===== config.mk =====
export PLATFORM = sky130hd
export DESIGN_NAME = multicycle_ctrl32
export DESIGN_NICKNAME = d
export VERILOG_FILES = /design/src/rtl/mips_ctrl_pkg.sv /design/src/rtl/ctrl_decode32.sv /design/src/rtl/multicycle_ctrl32.sv
export SDC_FILE = /design/constraint.sdc
export NUM_CORES = 1
export LEC_CHECK = 0
export ABC_AREA = 1
export ABC_CLOCK_PERIOD_IN_PS = 1800
export BUFFER_PORTS_ARGS = -buffer_cell sky130_fd_sc_hd__buf_4
export CAP_MARGIN = 15
export CORE_ASPECT_RATIO = 1.75
export CORE_MARGIN = 5
export CORE_UTILIZATION = 53
export CTS_CLUSTER_SIZE = 10
export DETAILED_ROUTE_END_ITERATION = 8
export PLACE_DENSITY = 0.8
export SYNTH_ARGS = -nofsm -noshare
export SYNTH_HDL_FRONTEND = slang
export SYNTH_HIERARCHICAL = 1
export SYNTH_SLANG_ARGS = --single-unit

===== constraint.sdc =====
create_clock -name clock -period 1.8 [get_ports clock]
set_input_delay 0.27 -clock clock [delete_from_list [all_inputs] [get_ports clock]]
set_output_delay 0.27 -clock clock [all_outputs]
set_load 0.05 [all_outputs]

===== src/rtl/mips_ctrl_pkg.sv =====
// Shared encodings for the multi-cycle MIPS32 (Minisys) controller:
// states, opcodes, instruction classes and datapath select codes.
package mips_ctrl_pkg;

  typedef enum logic [2:0] {
    S_IF  = 3'd0,
    S_ID  = 3'd1,
    S_EX  = 3'd2,
    S_MEM = 3'd3,
    S_WB  = 3'd4
  } state_t;

  localparam logic [5:0] OP_RTYPE = 6'h00;
  localparam logic [5:0] OP_J     = 6'h02;
  localparam logic [5:0] OP_JAL   = 6'h03;
  localparam logic [5:0] OP_BEQ   = 6'h04;
  localparam logic [5:0] OP_BNE   = 6'h05;
  localparam logic [5:0] OP_LW    = 6'h23;
  localparam logic [5:0] OP_SW    = 6'h2b;
  localparam logic [5:0] FUNCT_JR = 6'h08;

  typedef enum logic [3:0] {
    CLS_RTYPE, CLS_JR, CLS_J, CLS_JAL, CLS_BEQ,
    CLS_BNE, CLS_ITYPE, CLS_LW, CLS_SW, CLS_ILLEGAL
  } class_t;

  localparam logic [1:0] ALU_ADD   = 2'b00;
  localparam logic [1:0] ALU_SUB   = 2'b01;
  localparam logic [1:0] ALU_RTYPE = 2'b10;
  localparam logic [1:0] ALU_ITYPE = 2'b11;

  localparam logic [1:0] PC_PLUS4  = 2'd0;
  localparam logic [1:0] PC_BRANCH = 2'd1;
  localparam logic [1:0] PC_JUMP   = 2'd2;
  localparam logic [1:0] PC_RS     = 2'd3;

  localparam logic [1:0] DST_RT = 2'd0;
  localparam logic [1:0] DST_RD = 2'd1;
  localparam logic [1:0] DST_RA = 2'd2;

  // sll, srl, sra, sllv, srlv, srav
  function automatic logic is_shift(input logic [5:0] funct);
    return funct inside {6'h00, 6'h02, 6'h03, 6'h04, 6'h06, 6'h07};
  endfunction

endpackage


===== src/rtl/ctrl_decode32.sv =====
// Combinational instruction classifier: opcode/funct to class and shift flag.
module ctrl_decode32
  import mips_ctrl_pkg::*;
(
  input  logic [5:0] opcode,
  input  logic [5:0] funct,
  output class_t     cls,
  output logic       sftmd
);

  // NOTE: every output gets a default before the case so no path leaves
  // a value unassigned, which would otherwise infer a latch.
  always_comb begin
    cls   = CLS_ILLEGAL;
    sftmd = 1'b0;
    case (opcode)
      OP_RTYPE: begin
        cls   = (funct == FUNCT_JR) ? CLS_JR : CLS_RTYPE;
        sftmd = is_shift(funct);
      end
      OP_J:    cls = CLS_J;
      OP_JAL:  cls = CLS_JAL;
      OP_BEQ:  cls = CLS_BEQ;
      OP_BNE:  cls = CLS_BNE;
      OP_LW:   cls = CLS_LW;
      OP_SW:   cls = CLS_SW;
      default: if (opcode[5:3] == 3'b001) cls = CLS_ITYPE;
    endcase
  end

endmodule


===== src/rtl/multicycle_ctrl32.sv =====
// Multi-cycle sequencing controller: IF/ID/EX/MEM/WB state machine driving
// the shared datapath enables and selects, with a ready-stretched MEM step.
module multicycle_ctrl32
  import mips_ctrl_pkg::*;
#(
  parameter int unsigned MEM_WAIT_MAX = 15
) (
  input  logic       clock,
  input  logic       reset,
  input  logic [5:0] opcode,
  input  logic [5:0] funct,
  input  logic       zero,
  input  logic       mem_ready,
  output logic [2:0] state,
  output logic       ir_write,
  output logic       pc_write,
  output logic [1:0] pc_src,
  output logic       reg_write,
  output logic [1:0] reg_dst,
  output logic       mem_to_reg,
  output logic       mem_read,
  output logic       mem_write,
  output logic       alu_src,
  output logic [1:0] alu_op,
  output logic       sftmd,
  output logic       instr_done,
  output logic       illegal,
  output logic       mem_timeout
);

  localparam logic [7:0] WAIT_MAX = 8'(MEM_WAIT_MAX);

  state_t     state_q, state_d;
  class_t     class_q, dec_class, cls;
  logic       sft_q, dec_sftmd;
  logic [7:0] wait_q, wait_nx;
  logic       illegal_q, timeout_q;

  ctrl_decode32 u_decode (
    .opcode (opcode),
    .funct  (funct),
    .cls    (dec_class),
    .sftmd  (dec_sftmd)
  );

  // ID acts on the live decode; later states use the class captured in ID.
  assign cls     = (state_q == S_ID) ? dec_class : class_q;
  assign wait_nx = wait_q + 8'd1;

  // NOTE: state registers use non-blocking assignments so every flop
  // samples the pre-edge values regardless of statement order.
  always_ff @(posedge clock) begin
    if (reset) begin
      state_q   <= S_IF;
      class_q   <= CLS_RTYPE;
      sft_q     <= 1'b0;
      wait_q    <= 8'd0;
      illegal_q <= 1'b0;
      timeout_q <= 1'b0;
    end else begin
      state_q <= state_d;
      if (state_q == S_ID) begin
        class_q <= dec_class;
        sft_q   <= dec_sftmd;
        if (dec_class == CLS_ILLEGAL) illegal_q <= 1'b1;
      end
      // MEM is only entered from EX, so clearing in EX is clearing on entry.
      if (state_q == S_EX) begin
        wait_q <= 8'd0;
      end else if (state_q == S_MEM && !mem_ready) begin
        if (wait_q != 8'hff) wait_q <= wait_nx;
        if (wait_nx == WAIT_MAX) timeout_q <= 1'b1;
      end
    end
  end

  always_comb begin
    state_d    = state_q;
    ir_write   = 1'b0;
    pc_write   = 1'b0;
    pc_src     = PC_PLUS4;
    reg_write  = 1'b0;
    reg_dst    = DST_RT;
    mem_to_reg = 1'b0;
    mem_read   = 1'b0;
    mem_write  = 1'b0;
    alu_src    = 1'b0;
    alu_op     = ALU_ADD;
    sftmd      = 1'b0;
    case (state_q)
      S_IF: begin
        ir_write = 1'b1;
        pc_write = 1'b1;
        state_d  = S_ID;
      end
      S_ID: begin
        state_d = S_EX;
        case (cls)
          CLS_J:       begin pc_write = 1'b1; pc_src = PC_JUMP; state_d = S_IF; end
          CLS_JR:      begin pc_write = 1'b1; pc_src = PC_RS;   state_d = S_IF; end
          CLS_JAL: begin
            pc_write  = 1'b1;
            pc_src    = PC_JUMP;
            reg_write = 1'b1;
            reg_dst   = DST_RA;
            state_d   = S_IF;
          end
          CLS_ILLEGAL: state_d = S_IF;
          default:     ;
        endcase
      end
      S_EX: begin
        case (cls)
          CLS_RTYPE: begin alu_op = ALU_RTYPE; sftmd = sft_q; state_d = S_WB; end
          CLS_ITYPE: begin alu_src = 1'b1; alu_op = ALU_ITYPE; state_d = S_WB; end
          CLS_BEQ, CLS_BNE: begin
            alu_op   = ALU_SUB;
            pc_src   = PC_BRANCH;
            pc_write = (cls == CLS_BEQ) ? zero : !zero;
            state_d  = S_IF;
          end
          CLS_LW, CLS_SW: begin alu_src = 1'b1; state_d = S_MEM; end
          default:   state_d = S_IF;
        endcase
      end
      S_MEM: begin
        mem_read  = (cls == CLS_LW);
        mem_write = (cls == CLS_SW);
        if (mem_ready) state_d = (cls == CLS_LW) ? S_WB : S_IF;
      end
      S_WB: begin
        reg_write  = 1'b1;
        reg_dst    = (cls == CLS_RTYPE) ? DST_RD : DST_RT;
        mem_to_reg = (cls == CLS_LW);
        state_d    = S_IF;
      end
      default: state_d = S_IF;
    endcase
    // Reset silences every strobe immediately, abandoning any MEM access.
    if (reset) begin
      ir_write   = 1'b0;
      pc_write   = 1'b0;
      pc_src     = PC_PLUS4;
      reg_write  = 1'b0;
      reg_dst    = DST_RT;
      mem_to_reg = 1'b0;
      mem_read   = 1'b0;
      mem_write  = 1'b0;
      alu_src    = 1'b0;
      alu_op     = ALU_ADD;
      sftmd      = 1'b0;
    end
  end

  assign state       = reset ? 3'd0 : state_q;
  assign instr_done  = !reset && (state_d == S_IF);
  assign illegal     = !reset && illegal_q;
  assign mem_timeout = !reset && timeout_q;

endmodule


==> impl_metrics.json, run 1 <==
{
  "numCtsBuffers": 3,
  "clock_sinks": 18,
  "clockBufferDepth": 2,
  "die_width_um": 49.5,
  "dp.cells": 316,
  "root_buffer": "clkbuf_8",
  "ios": 36,
  "netlist_instances": 229,
  "rows": 25,
  "grt_max_degree": 15,
  "worst_path_end_type": "output port",
  "ys_ff_latch": 18,
  "port_buffers": 35,
  "syn_nets": 247,
  "synth.most_common_cell": "nand2_1",
  "synth.distinct_cells": 26,
  "lastStage": "global routing (5_1_grt)",
  "grt-worst-endpoint": "instr_done",
  "ys_warn_count": 6,
  "placed_cell_area_um2": 2050,
  "yosysTopAreaCellShare": 0.249,
  "die_h_um": 79.1,
  "status": "did not finish",
  "syn_avg_cell_area_um2": 6.32,
  "synth_ff_type": "dfxtp_1",
  "async_flop_share": 0,
  "syn_area_um2": 1450,
  "dp_hpwl_mm": 3.32,
  "globalplace.congestion": 0.877,
  "synth_area_leaders": "dfxtp_1 25%, nand2_1 10%, nor2_1 9.9%",
  "ys_top_cells_by_count": "40 x nand2_1, 38 x nor2_1, 32 x inv_1, 18 x dfxtp_1, 17 x nand2_2",
  "htreeDepth": 1,
  "synth_largest_area_cell": "dfxtp_1",
  "cts_hold_buf": 0,
  "synth-edff-count": 0,
  "synth_seq_area_share": 0.249,
  "tool.error": "[ERROR DPL-0038] Utilization greater than 100%, impossible to legalize",
  "start_util": 0.544
}
-- what timing repair did --
| item | in CTS |
|---|---|
| gates resized for setup | 30 |
| pin swaps | 16 |
| setup endpoints to repair | 14 |
| setup buffers | 27 |
-- kinds of logic after synthesis --
logic type / Yosys count / share of synthesized area
adders and majority gates: 2 / 0.0173
DFF: 18 / 0.249
buffers and inverters: 40 / 0.119
and+or+nand+nor: 143 / 0.498
xor gates and xnor gates: 7 / 0.0424
AOI/OAI and AO/OA: 19 / 0.0735
-- per-stage QoR --
stage	worst slack (ns)	TNS (ns)
floorplan	-0.275	-1.50
global placement	-0.422	-4.21
detailed placement	-0.505	-4.87
CTS	-0.379	-4.92
==> inputs of run 2 (changes only) <==
Settings changed: CORE_ASPECT_RATIO 1.75 to default, CORE_UTILIZATION 53 to 40, CTS_CLUSTER_SIZE 10 to default, PLACE_DENSITY 0.8 to default, PLACE_DENSITY_LB_ADDON from default to 0.15.
==> run 2 against run 1 <==
Net effect:
- the flow now finishes, with violations (negative setup slack)
- synthesized cell count stayed put
- area after synthesis is the same
==> impl_metrics.json, run 2 <==
{
  "status": "complete, but fails checks",
  "violations": "negative setup slack",
  "clock_sinks": 18,
  "rows": 21,
  "mostFrequentLayoutCells": "72 x buf_4, 27 x buf_6, 25 x inv_1, 25 x nand2_2, 25 x nor2_1",
  "syn_area_um2": 1450,
  "peakVddDrop_mv": 0.658,
  "synth.most_common_cell": "nand2_1",
  "setup_ws_ns": -0.604,
  "total_power_mw": 3.74,
  "slowest_delay_ns": 0.20,
  "ys_top_cells_by_count": "40 x nand2_1, 38 x nor2_1, 32 x inv_1, 18 x dfxtp_1, 17 x nand2_2",
  "drive_gt1_frac": 0.589,
  "largest_register_ffs": 8,
  "cp_top_family": "simple AND/OR/NAND/NOR gates",
  "hp-class": "in2reg",
  "finalCriticalPeriod_ns": 2.40,
  "antenna_found_initial": 0,
  "path_class": "in2out",
  "drt_pre_antenna_iters": 4,
  "grt_pass1_vias": 1874,
  "max_freq_mhz": 416,
  "ys_warn_count": 6,
  "critPathCapture": "instr_done",
  "via_per_inst": 5.23,
  "slew_viol_final": 0,
  "num_antenna_cells": 0,
  "crit_path_max_fanout": 4,
  "drtIter0Drc": 121,
  "tightest_slew_ns": 0.342,
  "syn_avg_cell_area_um2": 6.32,
  "reg_top3": "wait_q: 8 flops, class_q: 4 flops, state_q: 3 flops",
  "synth_largest_area_cell": "dfxtp_1",
  "syn_nets": 247,
  "overflow": 0,
  "wl_per_cell_um": 15.3,
  "final-instance-count-excl-fill": 384,
  "max_slew_margin": 0.770,
  "r2r-end": "state_q[0]$_SDFF_PP0_",
  "numCtsBuffers": 3,
  "fin_skew_ns": 0.0125,
  "port_buffers": 35,
  "grt_max_degree": 13,
  "die_width_um": 70.1,
  "cp-startpoint": "opcode[3]",
  "grt_setup_unrepaired": "yes",
  "rr_worst_depth": 13,
  "globalplace.congestion": 0.838,
  "setup_viol": 17,
  "drc_errors": 0,
  "synth-edff-count": 0,
  "async_flop_share": 0,
  "regToRegSetupSlack_ns": 0.07,
  "powerDensity_nw_per_um2": 1310,
  "cts_tree": "done",
  "max_cap_violations": 0,
  "cp-start-kind": "input pin",
  "top_register": "wait_q",
  "yosysTopAreaCellShare": 0.249,
  "synth_seq_area_share": 0.249,
  "cp_common_cell": "nand2_2",
  "netlist_instances": 229,
  "ys_ff_latch": 18,
  "core_um2": 3420,
  "ios": 36,
  "path_depth": 17,
  "crit_chain": "buf_8, nor2_4, buf_6, o211ai_1, nand4_1, buf_4, nand2_4, inv_2, nand4_1, nand2_4, nor2_4, nand2_2, nand2_2, nand2_2, nand3_4, nor3_4, buf_6",
  "dp_hpwl_mm": 3.16,
  "die_h_um": 70.1,
  "r2r_start": "state_q[2]$_SDFF_PP0_",
  "routed-via-count": 2008,
  "start_util": 0.423,
  "cp-end-kind": "output port",
  "root_buffer": "clkbuf_4",
  "clk_pin_slew_ns": 0.13,
  "die-area_um2": 4920,
  "finalCritPeriodShare": 1.34,
  "slowest_stage": "nor3_4",
  "synth.distinct_cells": 26,
  "whs_ns": 0.201,
  "synth_area_leaders": "dfxtp_1 25%, nand2_1 10%, nor2_1 9.9%",
  "fin_nets": 357,
  "clockBufferDepth": 2,
  "layout_commonest_cell": "buf_4",
  "grt_use_total": 0.220,
  "htreeDepth": 1,
  "crit_arrival_ns": 2.13,
  "stdcell_area_um2": 2840,
  "hold_viol_final": 0,
  "synth_ff_type": "dfxtp_1",
  "placed_cell_area_um2": 2160,
  "cp_data_required_time_ns": 1.53,
  "critPathBufInv": 5,
  "p_leak_nw": 1.34,
  "routed_wl_mm": 5.86,
  "areaGrowthSynthToFinish_pct": 96.6,
  "ant_nets": 0,
  "dp.cells": 345,
  "grt_pass1_wl_mm": 8.85,
  "clkLatencyLatePin_ns": 0.31
}
-- run 2: cell counts after synthesis --
No cell type changed its count.
-- run 2: cells by family after synthesis --
| group | count (synthesis) | share of synthesized area |
|---|---|---|
| AOI/OAI and AO/OA | 19 | 0.0735 |
| xor gates and xnor gates | 7 | 0.0424 |
| adders and majority gates | 2 | 0.0173 |
| buffers and inverters | 40 | 0.119 |
| DFF | 18 | 0.249 |
| and+or+nand+nor | 143 | 0.498 |
-- run 2: area by class of cell --
cell class	count	area, µm²
Fill cell	197	572
Sequential cell	18	369
Clock buffer	4	36.3
Timing Repair Buffer	110	1000
Multi-Input combinational cell	172	1230
Inverter	34	145
Tap cell	46	57.6
-- run 2: worst min-delay path by stage --
stage | from | end | slack, ns | cells past startpoint
finish | reset | class_q[3]$_SDFF_PP0_ | 0.20 | 2
global route | reset | class_q[3]$_SDFF_PP0_ | 0.18 | 2
CTS | reset | class_q[3]$_SDFF_PP0_ | 0.20 | 2
detailed placement | timeout_q$_SDFFE_PP0P_ | timeout_q$_SDFFE_PP0P_ | 0.44 | 2
global placement | timeout_q$_SDFFE_PP0P_ | timeout_q$_SDFFE_PP0P_ | 0.44 | 2
floorplan | timeout_q$_SDFFE_PP0P_ | timeout_q$_SDFFE_PP0P_ | 0.42 | 2
-- run 2: report_power, final --
part	switching, mW	internal [mW]	leakage [nW]
Combinational	1.60	1.31	1.17
Sequential	0.0675	0.488	0.148
Clock	0.151	0.123	0.0210
-- run 2: layer usage --
| layer | up-vias | track usage | wire, µm | part of all wire |
|---|---|---|---|---|
| met1 | 924 | 0.258 | 2210 | 0.38 |
| li1 | 968 | - | - | - |
| met3 | 35 | 0.0402 | 285 | 0.049 |
| met4 | 0 | 0.0851 | 397 | 0.068 |
| met2 | 81 | 0.393 | 2960 | 0.51 |
| met5 | - | 0 | 0 | 0 |
-- run 2: metrics by stage --
step / setup TNS [ns] / setup WS, ns / utilization
6_report: -6.86 / -0.604 / 0.833
5_1_grt: -8.76 / -0.728 / 0.833
4_1_cts: -4.19 / -0.362 / 0.780
2_1_floorplan: -1.50 / -0.275 / -
3_3_place_gp: -4.92 / -0.486 / 0.634
3_5_place_dp: -5.14 / -0.494 / 0.634
-- run 2: timing repair --
item | in CTS | in global routing
hold buffers | 0 | 0
endpoints found under the setup margin | 14 | 17
gates resized for setup | 79 | 27
pin swaps | 37 | 21
setup buffers | 22 | 12
cloned | 2 | 0
Note: power is estimated with default switching activity, not from simulation.
